## config.mk

```make
export PLATFORM = sky130hd
export DESIGN_NAME = ili_spi_responder
export DESIGN_NICKNAME = d
export VERILOG_FILES = /design/src/rtl/pkg_ili9341.sv /design/src/rtl/spi_sync.sv /design/src/rtl/ili_spi_responder.sv
export SDC_FILE = /design/constraint.sdc
export NUM_CORES = 1
export LEC_CHECK = 0
export CELL_PAD_IN_SITES_DETAIL_PLACEMENT = 2
export CELL_PAD_IN_SITES_GLOBAL_PLACEMENT = 2
export CORE_UTILIZATION = 37
export CTS_CLUSTER_DIAMETER = 100
export DETAILED_ROUTE_END_ITERATION = 10
export PLACE_DENSITY = 0.8
export SETUP_SLACK_MARGIN = 0.5
export SYNTH_ARGS = -nofsm -noshare
export SYNTH_HDL_FRONTEND = slang
export SYNTH_HIERARCHICAL = 1
export SYNTH_SLANG_ARGS = --single-unit
```

## constraint.sdc

```tcl
create_clock -name clk -period 2.2 [get_ports clk]
set_clock_uncertainty 0.05 [all_clocks]
set_input_delay 0.22 -clock clk [delete_from_list [all_inputs] [get_ports clk]]
set_output_delay 0.22 -clock clk [all_outputs]
set_load 0.05 [all_outputs]
```

## src/rtl/pkg_ili9341.sv

```systemverilog
// Shared types for the ILI9341-style SPI responder: FSM states and the
// received-byte record (data plus the D/C flag captured with it).
package pkg_ili9341;

  typedef enum logic [1:0] {
    IDLE  = 2'd0,
    SHIFT = 2'd1,
    DONE  = 2'd2
  } state_t;

  typedef struct packed {
    logic       dc;
    logic [7:0] data;
  } byte_rec_t;

endpackage

```

## src/rtl/spi_sync.sv

```systemverilog
// Multi-flop synchronizer for one asynchronous pin, with single-clk
// rise/fall pulses derived from one extra delay flop.
module spi_sync #(
  parameter int   STAGES    = 2,
  parameter logic RESET_VAL = 1'b0
) (
  input  logic clk,
  input  logic rst,
  input  logic d,
  output logic q,
  output logic rise,
  output logic fall
);

  logic [STAGES-1:0] chain;
  logic              q_d;

  // Preset to the idle bus level so reset release never fakes an edge.
  always_ff @(posedge clk or posedge rst) begin
    if (rst) begin
      chain <= {STAGES{RESET_VAL}};
      q_d   <= RESET_VAL;
    end else begin
      // NOTE: non-blocking assignments make every flop sample the old value,
      // which is what turns this into a shift chain rather than one wire.
      chain <= {chain[STAGES-2:0], d};
      q_d   <= chain[STAGES-1];
    end
  end

  assign q    = chain[STAGES-1];
  assign rise = q & ~q_d;
  assign fall = ~q & q_d;

endmodule

```

## src/rtl/ili_spi_responder.sv

```systemverilog
// SPI mode-0 byte responder: oversamples sclk with the system clock, delivers
// received bytes with their D/C flag over a valid/ready port and returns
// i_tx_byte on MISO during each byte slot.
module ili_spi_responder
  import pkg_ili9341::*;
#(
  parameter int   SYNC_STAGES = 2,
  parameter logic IDLE_MISO   = 1'b1
) (
  input  logic       clk,
  input  logic       rst,
  input  logic       i_sclk,
  input  logic       i_mosi,
  input  logic       i_cs,
  input  logic       i_dc,
  input  logic [7:0] i_tx_byte,
  input  logic       i_rd_ready,
  output logic       o_miso,
  output logic [7:0] o_byte,
  output logic       o_byte_dc,
  output logic       o_byte_valid,
  output logic       o_overrun,
  output logic       o_frame_active
);

  logic sclk_rise, sclk_fall, mosi_s, cs_s, cs_fall, dc_s;

  spi_sync #(.STAGES(SYNC_STAGES), .RESET_VAL(1'b0)) u_sync_sclk (
    .clk(clk), .rst(rst), .d(i_sclk), .q(), .rise(sclk_rise), .fall(sclk_fall));
  spi_sync #(.STAGES(SYNC_STAGES), .RESET_VAL(1'b0)) u_sync_mosi (
    .clk(clk), .rst(rst), .d(i_mosi), .q(mosi_s), .rise(), .fall());
  spi_sync #(.STAGES(SYNC_STAGES), .RESET_VAL(1'b1)) u_sync_cs (
    .clk(clk), .rst(rst), .d(i_cs), .q(cs_s), .rise(), .fall(cs_fall));
  spi_sync #(.STAGES(SYNC_STAGES), .RESET_VAL(1'b0)) u_sync_dc (
    .clk(clk), .rst(rst), .d(i_dc), .q(dc_s), .rise(), .fall());

  state_t    state_q, state_d;
  logic [2:0] bit_cnt;
  logic [7:0] rx_sr, tx_sr;
  byte_rec_t captured, byte_q;
  logic start, deselect, shift_in, shift_out, deliver, overrun_hit;

  always_ff @(posedge clk or posedge rst) begin
    if (rst) state_q <= IDLE;
    else     state_q <= state_d;
  end

  always_comb begin
    // NOTE: a default before the case keeps every path assigned, so no latch.
    state_d = state_q;
    unique case (state_q)
      IDLE:    if (cs_fall) state_d = SHIFT;
      SHIFT: begin
        if (cs_s)                              state_d = IDLE;
        else if (sclk_rise && bit_cnt == 3'd7) state_d = DONE;
      end
      DONE:    state_d = cs_s ? IDLE : SHIFT;
      default: state_d = IDLE;
    endcase
  end

  always_comb begin
    start       = (state_q == IDLE) && cs_fall;
    deselect    = (state_q != IDLE) && (state_d == IDLE);
    shift_in    = (state_q == SHIFT) && !cs_s && sclk_rise;
    shift_out   = (state_q == SHIFT) && !cs_s && sclk_fall;
    deliver     = (state_q == DONE) && (!o_byte_valid || i_rd_ready);
    overrun_hit = (state_q == DONE) && o_byte_valid && !i_rd_ready;
  end

  // Shift datapath; the tx register reloads at the wrap rise so the first fall
  // of the next byte only has to present its MSB.
  always_ff @(posedge clk or posedge rst) begin
    if (rst) begin
      bit_cnt  <= '0;
      rx_sr    <= '0;
      tx_sr    <= '0;
      captured <= '0;
      o_miso   <= IDLE_MISO;
    end else if (start) begin
      bit_cnt <= '0;
      tx_sr   <= i_tx_byte;
      o_miso  <= i_tx_byte[7];
    end else if (deselect) begin
      bit_cnt <= '0;
      o_miso  <= IDLE_MISO;
    end else begin
      if (shift_in) begin
        rx_sr   <= {rx_sr[6:0], mosi_s};
        bit_cnt <= bit_cnt + 3'd1;
        if (bit_cnt == 3'd7) begin
          captured <= '{dc: dc_s, data: {rx_sr[6:0], mosi_s}};
          tx_sr    <= i_tx_byte;
        end
      end
      if (shift_out) begin
        if (bit_cnt == 3'd0) begin
          o_miso <= tx_sr[7];
        end else begin
          tx_sr  <= {tx_sr[6:0], 1'b0};
          o_miso <= tx_sr[6];
        end
      end
    end
  end

  always_ff @(posedge clk or posedge rst) begin
    if (rst) begin
      byte_q       <= '0;
      o_byte_valid <= 1'b0;
      o_overrun    <= 1'b0;
    end else begin
      if (deliver) begin
        byte_q       <= captured;
        o_byte_valid <= 1'b1;
      end else if (o_byte_valid && i_rd_ready) begin
        o_byte_valid <= 1'b0;
      end
      if (overrun_hit) o_overrun <= 1'b1;
    end
  end

  assign o_byte         = byte_q.data;
  assign o_byte_dc      = byte_q.dc;
  assign o_frame_active = ~cs_s;

endmodule

```

* Word level (Yosys, flattened, before mapping)
Cells that the tools add are included.
** Word-level totals
- Bits of input ports :: 15
- Output and inout bits :: 13
- Bits in registers :: 51
** Cells by class
- Reductions and logical operators :: 23
- Muxes and demuxes :: 20
- $add $sub $neg :: 1
- Eq/ne operators :: 4
- Bitwise operators :: 8
** Operators with widths (number)
- $mux 8 :: 6
- $logic_and 1x1->1 :: 10
- $mux 3 :: 3
- $mux 1 :: 7
- $mux 2 :: 3
- $pmux 2 s3 :: 1
- $reduce_bool 3->1 :: 2
- $not 1->1 :: 5
- $logic_not 2->1 :: 2
- $reduce_and 4->1 :: 1
- $reduce_bool 2->1 :: 2
- $add 3x1->3 const B :: 1
- $and 1x1->1 :: 3
- $eq 3x3->1 const B :: 1
- $logic_not 1->1 :: 3
- $logic_not 3->1 :: 1
- $reduce_and 3->1 :: 1
- $eq 2x1->1 const B :: 1
- $eq 2x2->1 const B :: 1
- $ne 2x2->1 const B :: 1
- $logic_or 1x1->1 :: 1

* Longest topological paths before layout
Gate-level depths: netlist (run 1).
- Depth in word-level cells :: 10
- Depth in mapped cells :: 7
- Depth with buffers taken out :: 6

* Modules after synthesis
Netlist (run 1), hierarchy kept.
** By module, submodules not included
- ili_spi_responder :: times used 1, cells each 156, area each 1838.0 um^2
- spi_sync (u_sync_dc ...) :: times used 3, cells each 6, area each 93.8 um^2
- spi_sync (u_sync_cs) :: times used 1, cells each 6, area each 97.6 um^2

* Least setup slack after synthesis (run 1)
Ideal clock, no wire load.
- Kind :: reg2reg
- Start :: reg state_q[1]
- End :: reg captured[0] (netlist name)
- Stages on the path, launching flop included :: 6
- Buffers on the path :: 1
- Data required time :: 2.022 ns
- Path slack :: 0.650 ns
- Arrival :: 1.373 ns
- Cell sequence :: dfrtp_1 > buf_6 > and4bb_4 > nand2_2 > inv_4 > mux2_1
** Between the ends
- Cells in the longest elaborated chain, start to end :: 7
** Ends and longest elaborated chain
- from (decl) :: RTL line ili_spi_responder.sv:37 : state_t state_q, state_d;
- from (signal assigned) :: RTL line ili_spi_responder.sv:45 : else state_q <= state_d;
- $mux 2 :: RTL line ili_spi_responder.sv:55 : else if (sclk_rise && bit_cnt == 3'd7) state_d = DONE;
- $mux 2 :: RTL line ili_spi_responder.sv:54 : if (cs_s) state_d = IDLE;
- $pmux 2 s3 * :: RTL line ili_spi_responder.sv:51 : unique case (state_q)
- via state_d[1] :: RTL line ili_spi_responder.sv:37
- $logic_not 2->1 * :: RTL line ili_spi_responder.sv:64 : deselect = (state_q != IDLE) && (state_d == IDLE);
- $logic_and 1x1->1 * :: RTL line ili_spi_responder.sv:64
- $not 1->1 (no source line) *
- $reduce_and 4->1 (no source line) *
- to (signal assigned) :: RTL line ili_spi_responder.sv:92 : captured <= '{dc: dc_s, data: {rx_sr[6:0], mosi_s}};
- to (decl) :: RTL line ili_spi_responder.sv:40 : byte_rec_t captured, byte_q;
Mark *: on every way through the listed nets, which the timed path passes. The rest lies on a longest branch.
A chain may end at the register's enable or synchronous reset.

* Worst setup path in the final report (run 1)
- Start :: reg u_sync_cs.chain[1]
- End :: reg bit_cnt[2]
** Between the ends
- Cells in the longest elaborated chain, start to end :: 8
** Ends and longest elaborated chain
- from (decl) :: RTL line spi_sync.sv:15 : logic [STAGES-1:0] chain;
- from (signal assigned) :: RTL line spi_sync.sv:21 : chain <= {STAGES{RESET_VAL}};
- from (signal assigned) :: RTL line spi_sync.sv:26 : chain <= {chain[STAGES-2:0], d};
- $not 1->1 * :: RTL line spi_sync.sv:33 : assign fall = ~q & q_d;
- $and 1x1->1 * :: RTL line spi_sync.sv:33
- via cs_fall :: RTL line ili_spi_responder.sv:26 : logic sclk_rise, sclk_fall, mosi_s, cs_s, cs_fall, dc_s;
- $mux 2 :: RTL line ili_spi_responder.sv:52 : IDLE: if (cs_fall) state_d = SHIFT;
- $pmux 2 s3 :: RTL line ili_spi_responder.sv:51
- $logic_not 2->1 :: RTL line ili_spi_responder.sv:64
- $logic_and 1x1->1 :: RTL line ili_spi_responder.sv:64
- $mux 3 :: RTL line ili_spi_responder.sv:84 : end else if (deselect) begin
- $mux 3 :: RTL line ili_spi_responder.sv:80 : end else if (start) begin
- to (signal assigned) :: RTL line ili_spi_responder.sv:90 : bit_cnt <= bit_cnt + 3'd1;
- to (decl) :: RTL line ili_spi_responder.sv:38 : logic [2:0] bit_cnt;
Marks and branches as above.

==> flow_metrics.env, run 1 <==
export IMPL_status="finished clean"
export IMPL_antenna_cells=0
export IMPL_period_needed_ps=1680
export IMPL_clkLatencyLatePin_ps=300
export IMPL_slowest_delay_ps=580
export IMPL_p_leak_nw=1.32
export IMPL_whs_ps=138
export IMPL_cp_cell_sequence="and2b_2 > nor3_2 > a21o_1 > buf_4 > nand2_1 > o21ai_0"
export IMPL_antenna_found_initial=0
export IMPL_setup_viol_count_final=0
export IMPL_fin_ws_ps=517
export IMPL_dr_total_vias=1431
export IMPL_tightest_slew_ps=498
export IMPL_nFillCells=564
export IMPL_clock_sinks=51
export IMPL_die_y_um=77.9
export IMPL_cp_max_fo=5
export IMPL_die_width_um=77.9
export IMPL_utilization=0.477
export IMPL_rrSetupSlack_ps=520
export IMPL_core_area_sq_mm=0.00554
export IMPL_cts_buffers=5
export IMPL_path_clk_slew_ps=90
export IMPL_grt_max_degree=37
export IMPL_grt_util_all_layers=0.188
export IMPL_multiInputGateArea_sq_um=800
export IMPL_wl_per_cell_um=18.1
export IMPL_rows=27
export IMPL_report_final_slew_viol_count=0
export IMPL_max_cap_viol_count=0
export IMPL_setup_worst_path_start="u_sync_cs/chain[1]$_DFF_PP1_"
export IMPL_postRouteAntennaNets=0
export IMPL_max_slew_margin=0.669
export IMPL_cp_end_kind="register"
export IMPL_fin_crit_sh=0.765
export IMPL_ff2ff_path_depth=6
export IMPL_port_buffers=27
export IMPL_gp_congestion=0.716
export IMPL_drt_iter0_drc=68
export IMPL_reg2reg_to="bit_cnt[2]$_DFFE_PP0P_"
export IMPL_drt_wl_total_mm=5.08
export IMPL_yosysWarnings=6
export IMPL_avgSynthCellArea_sq_um=12.3
export IMPL_tns_ps=0
export IMPL_hpwl_mm=3.60
export IMPL_ir_drop_uv=312
export IMPL_power_density_mw_per_mm2=734
export IMPL_drive_above_1_share=0.206
export IMPL_final_hold_viol_count=0
export IMPL_dr_pass1_iters=3
export IMPL_fmax_mhz=594
export IMPL_cpMaxStageDelayCell="dfstp_2"
export IMPL_root_buffer="clkbuf_8"
export IMPL_hold_path_class="in2async"
export IMPL_vias_per_cell=5.09
export IMPL_cp_data_required_time_ps=2380
export IMPL_synthCells=173
export IMPL_drc=0
export IMPL_dieArea_sq_mm=0.00607
export IMPL_cts_path_max_buffers=2
export IMPL_rsz0062_at_grt="yes"
export IMPL_r2r_start="u_sync_cs/chain[1]$_DFF_PP1_"
export IMPL_grt_pass1_vias=1678
export IMPL_initial_core_util=0.385
export IMPL_regArea_sq_mm=0.00128
export IMPL_area_delta_synth_final_pct=24.0
export IMPL_crit_type="reg2reg"
export IMPL_cp_arrival_ps=1860
export IMPL_grt_ovfl_total=0
export IMPL_fin_nets=226
export IMPL_start_kind="register"
export IMPL_dp_slack_ps=371
export IMPL_syn_num_nets=191
export IMPL_pin_count=28
export IMPL_grt_pass1_wl_mm=8.46
export IMPL_cts_tree="built"
export IMPL_htreeDepth=2
export IMPL_syn_area_sq_mm=0.00213
where the power goes:
group          internal [mW]  switching, mW  total, mW
clock network          0.368          0.301      0.669
logic                 0.0936          0.119      0.212
registers               1.01         0.0502       1.06
sequential cells by signal, summed over array words and instances, names as in the netlist, 2 cells and up:
register / flops
rx_sr: 7
u_sync_mosi/chain: 2
o_byte: 8
tx_sr: 8
u_sync_sclk/chain: 2
captured: 9
bit_cnt: 3
u_sync_dc/chain: 2
state_q: 2
u_sync_cs/chain: 2
cell usage in the layout (no fill, tap or decap), types with 2 or more instances in the layout:
master,n
o22ai_1,6
dlygate4sd2_1,12
nand2_1,30
mux2_1,7
buf_12,2
mux2_2,11
clkbuf_8,6
nand2b_1,3
ha_1,3
clkdlybuf4s50_1,14
buf_4,3
and2b_2,2
o21ai_0,7
a2bb2oi_1,6
o21ai_1,3
nor2_1,3
dfrtp_2,2
a21oi_1,3
nor2b_1,4
a21o_1,2
nand3_1,2
dfstp_2,4
inv_1,8
dfrtp_1,45
how the worst max path moves through the flow:
| stage | to | slack, ps | cells past startpoint |
|---|---|---|---|
| after detailed placement | captured[7]$_DFFE_PP0P_ | 370 | 4 |
| after floorplan | captured[0]$_DFFE_PP0P_ | 650 | 5 |
| after global placement | captured[6]$_DFFE_PP0P_ | 450 | 4 |
| after CTS | bit_cnt[0]$_DFFE_PP0P_ | 420 | 5 |
| final | bit_cnt[2]$_DFFE_PP0P_ | 520 | 6 |
| after global routing | bit_cnt[2]$_DFFE_PP0P_ | 420 | 6 |
what timing repair did:
item | in CTS | in global routing
setup endpoints to repair | 30 | 28
pin swaps | 1 | 1
resized for setup | 15 | 8
buffers inserted | 2 | 2
hold buffers | 0 | 0
layer usage:
metal  vias up  wire, um  GRT usage
li1        663         -          -
met5         -         0          0
met1       737      2150      0.220
met3         8       137     0.0282
met4         0        68     0.0774
met2        23      2720      0.342
stage by stage:
| step | area (sq um) | cells | power (mW) |
|---|---|---|---|
| floorplan | 2130 | 173 | 1.19 |
| global placement | 2480 | 269 | 1.26 |
| detailed placement | 2480 | 269 | 1.29 |
| CTS | 2600 | 279 | 1.97 |
| global route | 2640 | 281 | 2.04 |
| finish | 2640 | 281 | 1.94 |
final cells by class:
class                           instances  area share
Inverter                                9      0.0147
Multi-Input combinational cell        109       0.303
Clock inverter                          2      0.0133
Timing Repair Buffer                   32       0.118
Tap cell                               72      0.0341
Sequential cell                        51       0.486
Clock buffer                            6      0.0313
critical path: cells and delay by family (launching register included):
family / cells / cell delay [ps]
AO/OA/AOI/OAI: 2 / 360
flip-flops: 1 / 580
AND/OR/NAND/NOR: 3 / 460
buffers and inverters: 1 / 150
Power figures use the tool's default switching activity.
==> run 2, diff against run 1 <==
==> constraint.sdc (replaced) <==
create_clock -name clk -period 1.7 [get_ports clk]
set_clock_uncertainty 0.05 [all_clocks]
set_input_delay 0.17 -clock clk [delete_from_list [all_inputs] [get_ports clk]]
set_output_delay 0.17 -clock clk [all_outputs]
set_load 0.05 [all_outputs]
==> run 2 against run 1 <==
  * Global-route usage up 5.3 points
  * Sequential power up 31%
  * Routed wire length up 32%
  * First-iteration DRC count up 18%
  * Combinational power up 90%
  * Count of clock-buffer cells in the layout up 1
  * Clock power up 8.8%
  * Sequential cell count unchanged
==> flow_metrics.env, run 2 (synthesis gave the netlist of run 1 again) <==
export IMPL_status="finished clean"
export IMPL_max_slew_margin=0.762
export IMPL_grt_pass1_vias=1858
export IMPL_root_buffer="clkbuf_8"
export IMPL_dr_pass1_iters=4
export IMPL_core_area_sq_mm=0.00554
export IMPL_cp_cell_sequence="and2b_2 > nand4bb_4 > nand2b_4 > buf_4 > o22ai_2 > a2bb2oi_2"
export IMPL_power_switching_mw=0.694
export IMPL_sequentialPowerShare=0.552
export IMPL_report_final_slew_viol_count=0
export IMPL_final_hold_viol_count=0
export IMPL_hpwl_mm=3.69
export IMPL_start_kind="register"
export IMPL_drt_wl_total_mm=6.69
export IMPL_largest_reg_flops=9
export IMPL_whs_ps=95.1
export IMPL_crit_type="reg2reg"
export IMPL_rrSetupSlack_ps=30
export IMPL_clkPwrFrac=0.289
export IMPL_rsz0062_at_grt="yes"
export IMPL_cp_max_fo=5
export IMPL_slowest_delay_ps=410
export IMPL_instances_no_fill=304
export IMPL_grt_max_degree=29
export IMPL_antenna_cells=0
export IMPL_area_delta_synth_final_pct=46.4
export IMPL_setup_viol_count_final=0
export IMPL_pin_count=28
export IMPL_p_sw_frac=0.275
export IMPL_grt_met2_usage=0.436
export IMPL_layout_common_cells="dfrtp_1, buf_4, nand2_1, mux2_4, clkdlybuf4s50_1"
export IMPL_antenna_found_initial=0
export IMPL_rows=27
export IMPL_vias_per_cell=5.09
export IMPL_path_clk_slew_ps=90
export IMPL_period_needed_ps=1670
export IMPL_ir_drop_uv=527
export IMPL_tns_ps=0
export IMPL_grt_ovfl_total=0
export IMPL_dieArea_sq_mm=0.00607
export IMPL_grt_pass1_wl_mm=10.7
export IMPL_cp_end_kind="register"
export IMPL_cts_tree="built"
export IMPL_grt_use_met3=0.0412
export IMPL_cp_top_family="simple AND/OR/NAND/NOR gates"
export IMPL_regMostFlops="captured"
export IMPL_max_cap_viol_count=0
export IMPL_gp_congestion=0.771
export IMPL_dr_total_vias=1547
export IMPL_dp_cells=275
export IMPL_clock_sinks=51
export IMPL_cpMaxStageDelayCell="dfrtp_1"
export IMPL_cts_hold_buffers_added=0
export IMPL_power_density_mw_per_mm2=808
export IMPL_intPower_mw=1.83
export IMPL_drive_above_1_share=0.517
export IMPL_htreeDepth=2
export IMPL_initial_core_util=0.385
export IMPL_hold_path_class="in2async"
export IMPL_r2r_start="u_sync_sclk/chain[1]$_DFF_PP0_"
export IMPL_clkLatencyLatePin_ps=310
export IMPL_cp_data_required_time_ps=1850
export IMPL_postRouteAntennaNets=0
export IMPL_port_buffers=27
export IMPL_cp_arrival_ps=1820
export IMPL_grt_util_all_layers=0.241
export IMPL_cts_path_max_buffers=2
export IMPL_power_mw=2.52
export IMPL_fin_nets=249
export IMPL_wl_per_cell_um=22.0
export IMPL_drt_iter0_drc=80
export IMPL_fin_crit_sh=0.985
export IMPL_final_common_cell="dfrtp_1"
export IMPL_die_y_um=77.9
export IMPL_cts_buffers=5
export IMPL_busiest_layer="met2"
export IMPL_nFillCells=532
export IMPL_p_leak_nw=1.46
export IMPL_die_width_um=77.9
export IMPL_tightest_slew_ps=357
export IMPL_use_met1=0.290
export IMPL_fmax_mhz=597
export IMPL_cp_buffers_inverters=1
export IMPL_drc=0
export IMPL_p_comb_frac=0.159
export IMPL_reg2reg_to="tx_sr[5]$_DFFE_PP0P_"
export IMPL_ff2ff_path_depth=6
run 2: cell count changes in the layout (fill, tap and decap cells not counted), sizes merged:
cell,delta
inv,+1
buf,+35
bufinv,-1
dlygate4sd2,-12
run 2: how the worst max path moves through the flow:
stage | from | end | cells after the start
global placement | i_rd_ready | o_byte[3]$_DFFE_PP0P_ | 4
global route | u_sync_sclk/chain[1]$_DFF_PP0_ | tx_sr[5]$_DFFE_PP0P_ | 6
floorplan | state_q[1]$_DFF_PP0_ | captured[0]$_DFFE_PP0P_ | 5
detailed placement | u_sync_cs/chain[1]$_DFF_PP1_ | bit_cnt[0]$_DFFE_PP0P_ | 5
CTS | u_sync_sclk/chain[1]$_DFF_PP0_ | tx_sr[3]$_DFFE_PP0P_ | 5
finish | u_sync_sclk/chain[1]$_DFF_PP0_ | tx_sr[5]$_DFFE_PP0P_ | 6
run 2: area by class of cell:
cell class / instances / area (sq um) / share of cell area
sequential: 51 / 1280 / 0.412
clock inverter: 1 / 5.00 / 0.00160
multi-input combinational: 109 / 1080 / 0.347
timing repair inverter: 1 / 11.3 / 0.00361
clock buffer: 7 / 86.3 / 0.0277
timing repair buffer: 54 / 519 / 0.166
inverter: 9 / 41.3 / 0.0132
tap: 72 / 90.1 / 0.0289
run 2: through the flow:
| step | cell area (sq um) | utilization | setup WS [ps] |
|---|---|---|---|
| detailed placement | 2530 | 0.456 | 47.6 |
| CTS | 2980 | 0.537 | 130 |
| global placement | 2530 | 0.456 | 134 |
| finish | 3120 | 0.563 | 25.6 |
| global route | 3120 | 0.563 | -21.3 |
| floorplan | 2180 | - | 234 |
run 2: power by group through the flow:
stage	clock [mW]	sequential (mW)	combinational, mW
floorplan	0	1.38	0.162
global placement	0	1.38	0.258
detailed placement	0	1.39	0.278
CTS	0.741	1.37	0.346
global route	0.797	1.40	0.431
finish	0.728	1.39	0.402
run 2: layer usage:
metal / routed length (um) / share of wire
met1: 2650 / 0.40
met2: 3710 / 0.56
met3: 166 / 0.025
met4: 161 / 0.024
met5: 0 / 0
run 2: timing repair:
item,4_1_cts,5_1_grt
gates cloned,2,0
pin swaps,9,6
gates resized for setup,54,20
setup buffers,14,5
setup endpoints to repair,41,41
==> variant (config.mk and constraints of run 1) <==
The parameter `SYNC_STAGES` goes from 2 to 4.
--- a/src/rtl/ili_spi_responder.sv
+++ b/src/rtl/ili_spi_responder.sv
@@ -4,7 +4,7 @@
 module ili_spi_responder
   import pkg_ili9341::*;
 #(
-  parameter int   SYNC_STAGES = 2,
+  parameter int   SYNC_STAGES = 4,
   parameter logic IDLE_MISO   = 1'b1
 ) (
   input  logic       clk,
Check against the original RTL: not equivalent (a bounded check fails within 4 cycles, from zero or initial values and one cycle with rst high).
==> variant against run 1 <==
  * Area after synthesis is 9.5% higher
  * Worst setup slack better by 5.8 ps
  * Total power is 36% higher
  * Worst hold slack better by 33 ps
  * Design area is 12% higher
  * Critical path depth is 1 lower
  * Combinational power is 2% higher
  * Wire length is 16% higher
  * Count of clock-buffer cells in the layout is 3 higher
  * Sequential cell count is 8 higher
  * Largest cell class unchanged
  * Largest power group unchanged
==> variant: results (changes against run 1) <==
Status
  – Status: finished clean

Layout
  – Final Net Count: 238 (+5.3%)
  – Fin cells: 300 (+6.8%)
  – Reg with most FFs: captured
  – ANT cells: 0 (unchanged)
  – Max reg flops: 9 (unchanged)
  – Share of layout cells above drive strength 1: 24.0% (+3.4 points)

Route
  – DR pass1 iterations: 4 (+1)
  – DRC violations left: 0 (unchanged)
  – M1 wire length: 2420 um (+12%)
  – Top Metal Used: met4
  – Vias/cell: 5.15 (+1.2%)
  – Final antenna-violating net count: 0 (unchanged)
  – Met2 Wirelength: 3260 um (+20%)
  – 1st-iter DRT viols: 90 (+32%)
  – WL/cell: 19.7 um (+9.0%)
  – Routed wl met3: 182 um (+33%)

Critical path
  – FF-to-FF setup slack: about 520 ps
  – Worst setup path startpoint: u_sync_cs/chain[3]
  – Critical-path maximum fanout: 8 (+3)
  – Worst-case reg-to-reg path depth: 5 (-1)
  – Critical path class: flip-flop to flip-flop
  – Reg-to-Reg End: tx_sr[7]
  – CP arrival: 1840 ps (-20 ps)

GRT
  – Routing usage on met2: 37.1% (+2.9 points)
  – Vias in the first global route: 1,833 (+9.2%)
  – GRT Total Usage: 20.8% (+1.9 points)
  – First-pass GRT wire length: 9630 um (+14%)
  – Initial antenna violation count: 0 (unchanged)
  – Largest net degree at the start of global routing: 42 (+14%)
  – Met1 Usage GRT: 23.5% (+1.4 points)
  – Met3 GRT Util: 5.44% (+2.6 points)

Placed design
  – Pre-CTS setup slack: 344 ps (-27.2 ps)
  – Placed Cells: 280 (+4.1%)
  – Count of port buffers added during placement: 27 (unchanged)
  – Post-DP HPWL: 3790 um (+5.3%)
  – Routability-driven placement congestion ratio: 0.797 (+11%)
  – Post-Place Cell Area: 2670 um2 (+7.8%)

Yosys
  – Yosys warnings: 6 (unchanged)
  – Syn avg cell area: 12.9 um2 (+4.7%)
  – Syn nets: 199 (+4.2%)

Pwr
  – Switching part of the total: 23.8% (-0.44 points)
  – Worst vdd ir: 0.469 mV (+50%)
  – Lkg Pwr: 1.47 nW (+11%)

STA
  – Tightest hold margin: 171 ps (+33.0 ps)
  – Worst Max-Slew Pin Slew: 556 ps (+57.7 ps)
  – Minimum clock period: 1680 ps (-5.81 ps)

Clock network
  – Clock buffer depth: 2 (unchanged)
  – Worst skew pair latency: 330 ps (+30 ps)
  – Worst-path clk slew: 70 ps (-20 ps)
  – Inserted Clock Buffers: 9 (+4)
  – Root Driver: clkbuf_8
  – H-tree levels: 3 (+1)

Min path
  – Hold WC Path Type: input pin to async pin
-- variant: worst max-delay path, cell delays in order (launching register included) --
cell      delay, ps
dfstp_2         590
and4bb_4        250
buf_4           170
and3_1          190
a211oi_1        210
o21ai_1         110
-- variant: power groups by stage --
stage	sequential (W)	combinational (W)	clock, W
2_1_floorplan	0.00123	0.000126	0
3_3_place_gp	0.00123	0.000191	0
3_5_place_dp	0.00123	0.000210	0
4_1_cts	0.00122	0.000217	0.00123
5_1_grt	0.00123	0.000236	0.00127
6_report	0.00122	0.000216	0.00119
-- variant: layout make-up --
class	instances	area, um2
Clock buffer	9	124
Clock inverter	7	116
Fill cell	593	3020
Inverter	9	38.8
Multi-Input combinational cell	109	807
Sequential cell	59	1490
Tap cell	75	93.8
Timing Repair Buffer	31	294
Timing Repair inverter	1	6.26
-- variant: repair_timing --
action | CTS | global route
endpoints found under the setup margin | 34 | 17
pin swaps | 0 | 1
buffers inserted | 2 | 1
gates resized for setup | 22 | 5
gates cloned | 1 | 0
